## config.mk

```make
export PLATFORM = sky130hd
export DESIGN_NAME = div_unit
export DESIGN_NICKNAME = d
export VERILOG_FILES = /design/src/rtl/div_unit.sv
export SDC_FILE = /design/constraint.sdc
export NUM_CORES = 1
export LEC_CHECK = 0
export ABC_AREA = 1
export CAP_MARGIN = 0
export CORE_AREA = 2 2 150 152
export DETAILED_ROUTE_END_ITERATION = 8
export DIE_AREA = 0 0 152 154
export PLACE_DENSITY_LB_ADDON = 0.25
export SKIP_LAST_GASP = 1
export SYNTH_ARGS = -nofsm -noshare
export SYNTH_HDL_FRONTEND = slang
export SYNTH_SLANG_ARGS = --single-unit
```

## constraint.sdc

```tcl
create_clock -name clk -period 4.1 [get_ports clk]
set_clock_uncertainty 0.05 [all_clocks]
set_input_delay 0.82 -clock clk [delete_from_list [all_inputs] [get_ports clk]]
set_output_delay 0.82 -clock clk [all_outputs]
set_load 0.02 [all_outputs]
```

## src/rtl/div_unit.sv

```systemverilog
// Multi-cycle RV32M DIV/DIVU/REM/REMU unit (radix-2 restoring) feeding the register file write port.
// Optional build macro DIV_EARLY_OUT_EN: finish immediately when |divisor| > |dividend|.
module div_unit #(
  parameter int XLEN = 32
) (
  input  logic            clk,
  input  logic            reset,
  input  logic            start,
  input  logic            kill,
  input  logic [1:0]      op,
  input  logic [4:0]      regNum,
  input  logic [XLEN-1:0] srcData0,
  input  logic [XLEN-1:0] srcData1,
  output logic            busy,
  output logic            done,
  output logic            regsWriteEnable,
  output logic [4:0]      regWriteNum,
  output logic [XLEN-1:0] regWriteData
);

  localparam int CW = $clog2(XLEN) + 1;

  typedef enum logic [1:0] {
    S_IDLE = 2'd0,
    S_CALC = 2'd1,
    S_DONE = 2'd2
  } state_t;

  state_t          state_q;
  logic [CW-1:0]   cnt_q;
  logic [XLEN-1:0] rem_q;
  logic [XLEN-1:0] quo_q;
  logic [XLEN-1:0] dvs_q;
  logic            is_rem_q;
  logic            neg_q;
  logic [4:0]      rd_q;
  logic            busy_q;
  logic            done_q;
  logic            we_q;
  logic [4:0]      wnum_q;
  logic [XLEN-1:0] wdata_q;

  function automatic logic [XLEN-1:0] cond_neg(input logic [XLEN-1:0] v, input logic n);
    return n ? (~v + XLEN'(1)) : v;
  endfunction

  // Capture-time decode: magnitudes, result sign and the single-cycle shortcuts
  logic            signed_s;
  logic            a_neg_s;
  logic            b_neg_s;
  logic [XLEN-1:0] a_mag_s;
  logic [XLEN-1:0] b_mag_s;
  logic            div_zero_s;
  logic            ovf_s;
  logic            early_s;
  logic            short_s;
  logic            neg_cap_s;
  logic [XLEN-1:0] short_res_s;

  always_comb begin
    signed_s    = ~op[0];
    a_neg_s     = signed_s & srcData0[XLEN-1];
    b_neg_s     = signed_s & srcData1[XLEN-1];
    a_mag_s     = cond_neg(srcData0, a_neg_s);
    b_mag_s     = cond_neg(srcData1, b_neg_s);
    div_zero_s  = (srcData1 == {XLEN{1'b0}});
    ovf_s       = signed_s && (srcData0 == {1'b1, {(XLEN-1){1'b0}}}) &&
                  (srcData1 == {XLEN{1'b1}});
`ifdef DIV_EARLY_OUT_EN
    early_s     = (b_mag_s > a_mag_s);
`else
    early_s     = 1'b0;
`endif
    short_s     = div_zero_s | ovf_s | early_s;
    neg_cap_s   = op[1] ? a_neg_s : (a_neg_s ^ b_neg_s);
    short_res_s = {XLEN{1'b0}};
    if (div_zero_s) begin
      short_res_s = op[1] ? srcData0 : {XLEN{1'b1}};
    end else if (ovf_s) begin
      short_res_s = op[1] ? {XLEN{1'b0}} : {1'b1, {(XLEN-1){1'b0}}};
    end else begin
      // early-out: quotient 0, remainder keeps the dividend's sign and value
      short_res_s = op[1] ? srcData0 : {XLEN{1'b0}};
    end
  end

  // One restoring iteration plus the signed result it would produce
  logic [XLEN:0]   rem_sh_s;
  logic [XLEN:0]   trial_s;
  logic [XLEN-1:0] rem_d;
  logic [XLEN-1:0] quo_d;
  logic [XLEN-1:0] res_d;

  always_comb begin
    rem_sh_s = {rem_q, quo_q[XLEN-1]};
    trial_s  = rem_sh_s - {1'b0, dvs_q};
    if (!trial_s[XLEN]) begin
      rem_d = trial_s[XLEN-1:0];
    end else begin
      rem_d = rem_sh_s[XLEN-1:0];
    end
    quo_d = {quo_q[XLEN-2:0], ~trial_s[XLEN]};
    res_d = cond_neg(is_rem_q ? rem_d : quo_d, neg_q);
  end

  // Control FSM with registered write-port outputs
  always_ff @(posedge clk or negedge reset) begin
    if (!reset) begin
      state_q  <= S_IDLE;
      cnt_q    <= {CW{1'b0}};
      rem_q    <= {XLEN{1'b0}};
      quo_q    <= {XLEN{1'b0}};
      dvs_q    <= {XLEN{1'b0}};
      is_rem_q <= 1'b0;
      neg_q    <= 1'b0;
      rd_q     <= 5'd0;
      busy_q   <= 1'b0;
      done_q   <= 1'b0;
      we_q     <= 1'b0;
      wnum_q   <= 5'd0;
      wdata_q  <= {XLEN{1'b0}};
    end else begin
      case (state_q)
        S_IDLE: begin
          done_q <= 1'b0;
          we_q   <= 1'b0;
          if (start && !kill) begin
            is_rem_q <= op[1];
            neg_q    <= neg_cap_s;
            rd_q     <= regNum;
            rem_q    <= {XLEN{1'b0}};
            quo_q    <= a_mag_s;
            dvs_q    <= b_mag_s;
            cnt_q    <= CW'(XLEN);
            busy_q   <= 1'b1;
            if (short_s) begin
              state_q <= S_DONE;
              done_q  <= 1'b1;
              we_q    <= (regNum != 5'd0);
              wnum_q  <= regNum;
              wdata_q <= short_res_s;
            end else begin
              state_q <= S_CALC;
            end
          end
        end
        S_CALC: begin
          if (kill) begin
            state_q <= S_IDLE;
            busy_q  <= 1'b0;
          end else begin
            rem_q <= rem_d;
            quo_q <= quo_d;
            cnt_q <= cnt_q - CW'(1);
            if (cnt_q == CW'(1)) begin
              state_q <= S_DONE;
              done_q  <= 1'b1;
              we_q    <= (rd_q != 5'd0);
              wnum_q  <= rd_q;
              wdata_q <= res_d;
            end
          end
        end
        S_DONE: begin
          state_q <= S_IDLE;
          busy_q  <= 1'b0;
          done_q  <= 1'b0;
          we_q    <= 1'b0;
        end
        default: begin
          state_q <= S_IDLE;
          busy_q  <= 1'b0;
          done_q  <= 1'b0;
          we_q    <= 1'b0;
        end
      endcase
    end
  end

  assign busy            = busy_q;
  assign done            = done_q;
  assign regsWriteEnable = we_q;
  assign regWriteNum     = wnum_q;
  assign regWriteData    = wdata_q;

endmodule

```

==> reports/qor.yml, run 1 <==
sta:
  slew_violations: 0
  tightest_slew_ns: 0.843
  fmax_ghz: 0.262
  fin_ws_ns: 0.279
  slew_headroom_pct: 43.8
  fin_crit_sh_pct: 93.2
  setup_viol: 0
  rsz0062_at_grt: "no"
  period_needed_ns: 3.82
  whs_ns: 0.337
  hold_viol: 0
  tns_ns: 0
drt:
  wire_per_inst_um: 16.8
  drc: 0
  firstDrtPassIters: 5
  antenna_left: 0
  via_count: 13600
  drtIter0Drc: 1183
  via_per_inst: 5.69
  wl_um: 40000
clock_tree:
  clock-sinks: 151
  clk_pin_slew_ns: 0.08
  clockBufferDepth: 2
  cts_made_buffers: 17
  cts_tree: "built"
  root_buffer: "clkbuf_16"
  h-tree-depth: 4
  clk_latency_ns: 0.45
  ctsHoldBuffers: 0
logic_synthesis:
  synth-xor-area-share_pct: 3.89
  async_flop_share_pct: 100
  synth.yosys.seq_area_share_pct: 30.0
  yosys.area_share.simple_pct: 37.4
  ys.flop_type: "dfrtp_1"
  yosysUniqueCellTypes: 53
  yosys_warnings: 0
  netlist_area_sq_um: 12600
  synth-edff-count: 0
  syn_nets: 2106
  yosys.area_share.adder_pct: 3.93
  synth_top_family_by_area: "simple AND/OR/NAND/NOR gates"
  ys_ff_latch: 151
  synthMuxAreaShare_pct: 0
  syn_inst: 1992
  synth.avg_cell_area_sq_um: 6.32
  synth_compound_area_share_pct: 14.2
final_layout:
  drive_above_1_share_pct: 7.08
  final_common_cell: "nand2_1"
  nets: 2205
  stdcell_count: 2385
  areaGrowthSynthToFinish_pct: 16.9
  final_cell_mix: "nand2_1 (604), inv_1 (257), nor2_1 (204)"
  multi_input_comb_area_sq_um: 7530
  seqCellArea_sq_um: 3780
  final_cell_area_sq_um: 14700
  fillers: 1949
power_and_ir_drop:
  switching_share_pct: 55.2
  seq_power_share_pct: 19.2
  switching_power_mw: 7.83
  ir_worst_vdd_v: 0.000582
  leakage_nw: 7.43
  clockPowerShare_pct: 11.6
  cellPowerDensity_nw_per_um2: 964
  p_comb_share_pct: 69.2
  p_int_mw: 6.36
worst_setup_path:
  crit_arrival_ns: 4.15
  end_kind: "flip-flop"
  crit_required_ns: 4.43
  cp_max_fo: 8
  crit_type: "flip-flop to flip-flop"
  cp-start-kind: "flip-flop"
status:
  status: "complete, no violations"
global_routing:
  grt_pass1_wl_um: 63700
  grt_use_total_pct: 34.0
  first_global_vias: 12500
  overflow: 0
  antenna_found_initial: 1
  grt_start_max_net_pins: 75
place:
  place_inst: 2350
  place.detailed.hpwl_um: 30800
  placed_cell_area_sq_um: 14100
  pre_cts_ws_ns: 0.0179
  port_buffers: 114
  gp_congestion: 0.975
min_path:
  hp-class: "input port to async pin"
floorplanning:
  fp.dieH_um: 154
  dieWidth_um: 152
  dieArea_sq_um: 23400
  io_pins: 115
  fp-row-count: 54
  fp.coreArea_sq_um: 21700
  start_util_pct: 58.1
run:
  cap_violations: 0
[power by group through the flow]
stage               registers, mW  clock network, mW  logic (mW)
global placement             2.70                  0        9.37
finish                       2.72               1.64        9.82
floorplan                    2.78                  0        6.85
detailed placement           2.72                  0        9.55
CTS                          2.70               1.65        9.62
global route                 2.79               1.71        10.9
[final cells by class]
cell class	count	area share, %
diodes	1	0.0170
clock buffers	17	2.89
clock inverters	15	1.19
inverters	265	6.76
multi-input cells	1504	51.2
flip-flops and latches	151	25.7
well taps	280	2.38
repair buffers	152	9.95
[cells by family (layout without fill, tap and decap cells)]
logic type | after synthesis | in the layout
and+or+nand+nor | 1099 | 1099
AOI/OAI and AO/OA | 310 | 310
DFF | 151 | 151
buffers and inverters | 337 | 449
adders and majority gates | 39 | 39
xor gates and xnor gates | 56 | 56
other | 0 | 1
[sequential cells by signal, summed over array words and instances (netlist names), 2 cells and up]
signal	count
cnt_q	6
dvs_q	32
quo_q	32
rd_q	5
regWriteData	32
regWriteNum	5
rem_q	32
state_q	2
[routing by layer]
layer  up-vias  global-route usage, %  wire (um)
met4         0                   14.2       1490
met5         -                      0          0
met2       563                   56.0      18800
met1      6279                   45.3      16700
li1       6637                      -          -
met3        88                   4.57       3020
[repair_timing]
action / in CTS / in global routing
endpoints found under the setup margin: 0 / 10
setup buffers: 0 / 2
resized for setup: 0 / 10
[synth_stat cells, types with 26 or more instances]
cell	number	share of area [%]
a31oi_1	26	1.3
dfrtp_1	151	30
nor3_1	27	1.1
ha_1	38	3.8
inv_1	258	7.7
xor2_1	44	3.1
nand2_2	26	1.3
nand2_1	607	18
o21ai_0	131	5.2
nor2_1	208	6.2
a21oi_1	87	3.5
nand3_1	162	6.4
clkbuf_1	44	1.3
[per-stage QoR]
stage               utilization (%)  power (mW)
floorplan                         -        9.63
global placement               64.9        12.1
detailed placement             64.9        12.3
CTS                            67.6        14.0
global route                   67.9        15.4
finish                         67.9        14.2
[path summary, 6_finish.rpt]
path	start	end	slack, ns	cells after the start
setup / recovery	quo_q[31]	regWriteData[26]	0.28	26
hold / removal	reset	dvs_q[21]	0.34	1
setup reg to reg	quo_q[31]	regWriteData[26]	0.28	26
hold reg to reg	dvs_q[9]	dvs_q[9]	0.44	2
max in group asynchronous	reset	cnt_q[0]	2.67	2
min in group clk	dvs_q[9]	dvs_q[9]	0.44	2
[critical path, cell delays in order (launching register included)]
cell and delay, ns:
dfrtp_1 0.38, inv_1 0.08, ha_1 0.14, inv_1 0.07, fa_2 0.38, nand2_1 0.09, nand2_1 0.09, nand3_1 0.11
nand2_1 0.10, nand2_1 0.09, nand2_2 0.08, nand2_4 0.11, nand2_4 0.07, nand2_2 0.11, nand2_4 0.11, nand2_1 0.10
nand3_1 0.11, nand2_2 0.12, ha_1 0.18, nand2_1 0.13, o21ai_4 0.24, nand3_4 0.13, nor2_4 0.19, nand2_1 0.08
nand2_1 0.06, nand3_1 0.15, a21oi_2 0.20
Note: power is estimated with default switching activity, not from simulation.
==> run 2, diff against run 1 <==
--- a/config.mk
+++ b/config.mk
@@ -12,6 +12,7 @@
 export DIE_AREA = 0 0 152 154
 export PLACE_DENSITY_LB_ADDON = 0.25
 export SKIP_LAST_GASP = 1
+export SLEW_MARGIN = 30
 export SYNTH_ARGS = -nofsm -noshare
 export SYNTH_HDL_FRONTEND = slang
 export SYNTH_SLANG_ARGS = --single-unit
==> results of run 2 <==
Final layout, timing and power as in run 1 (identical DEF).
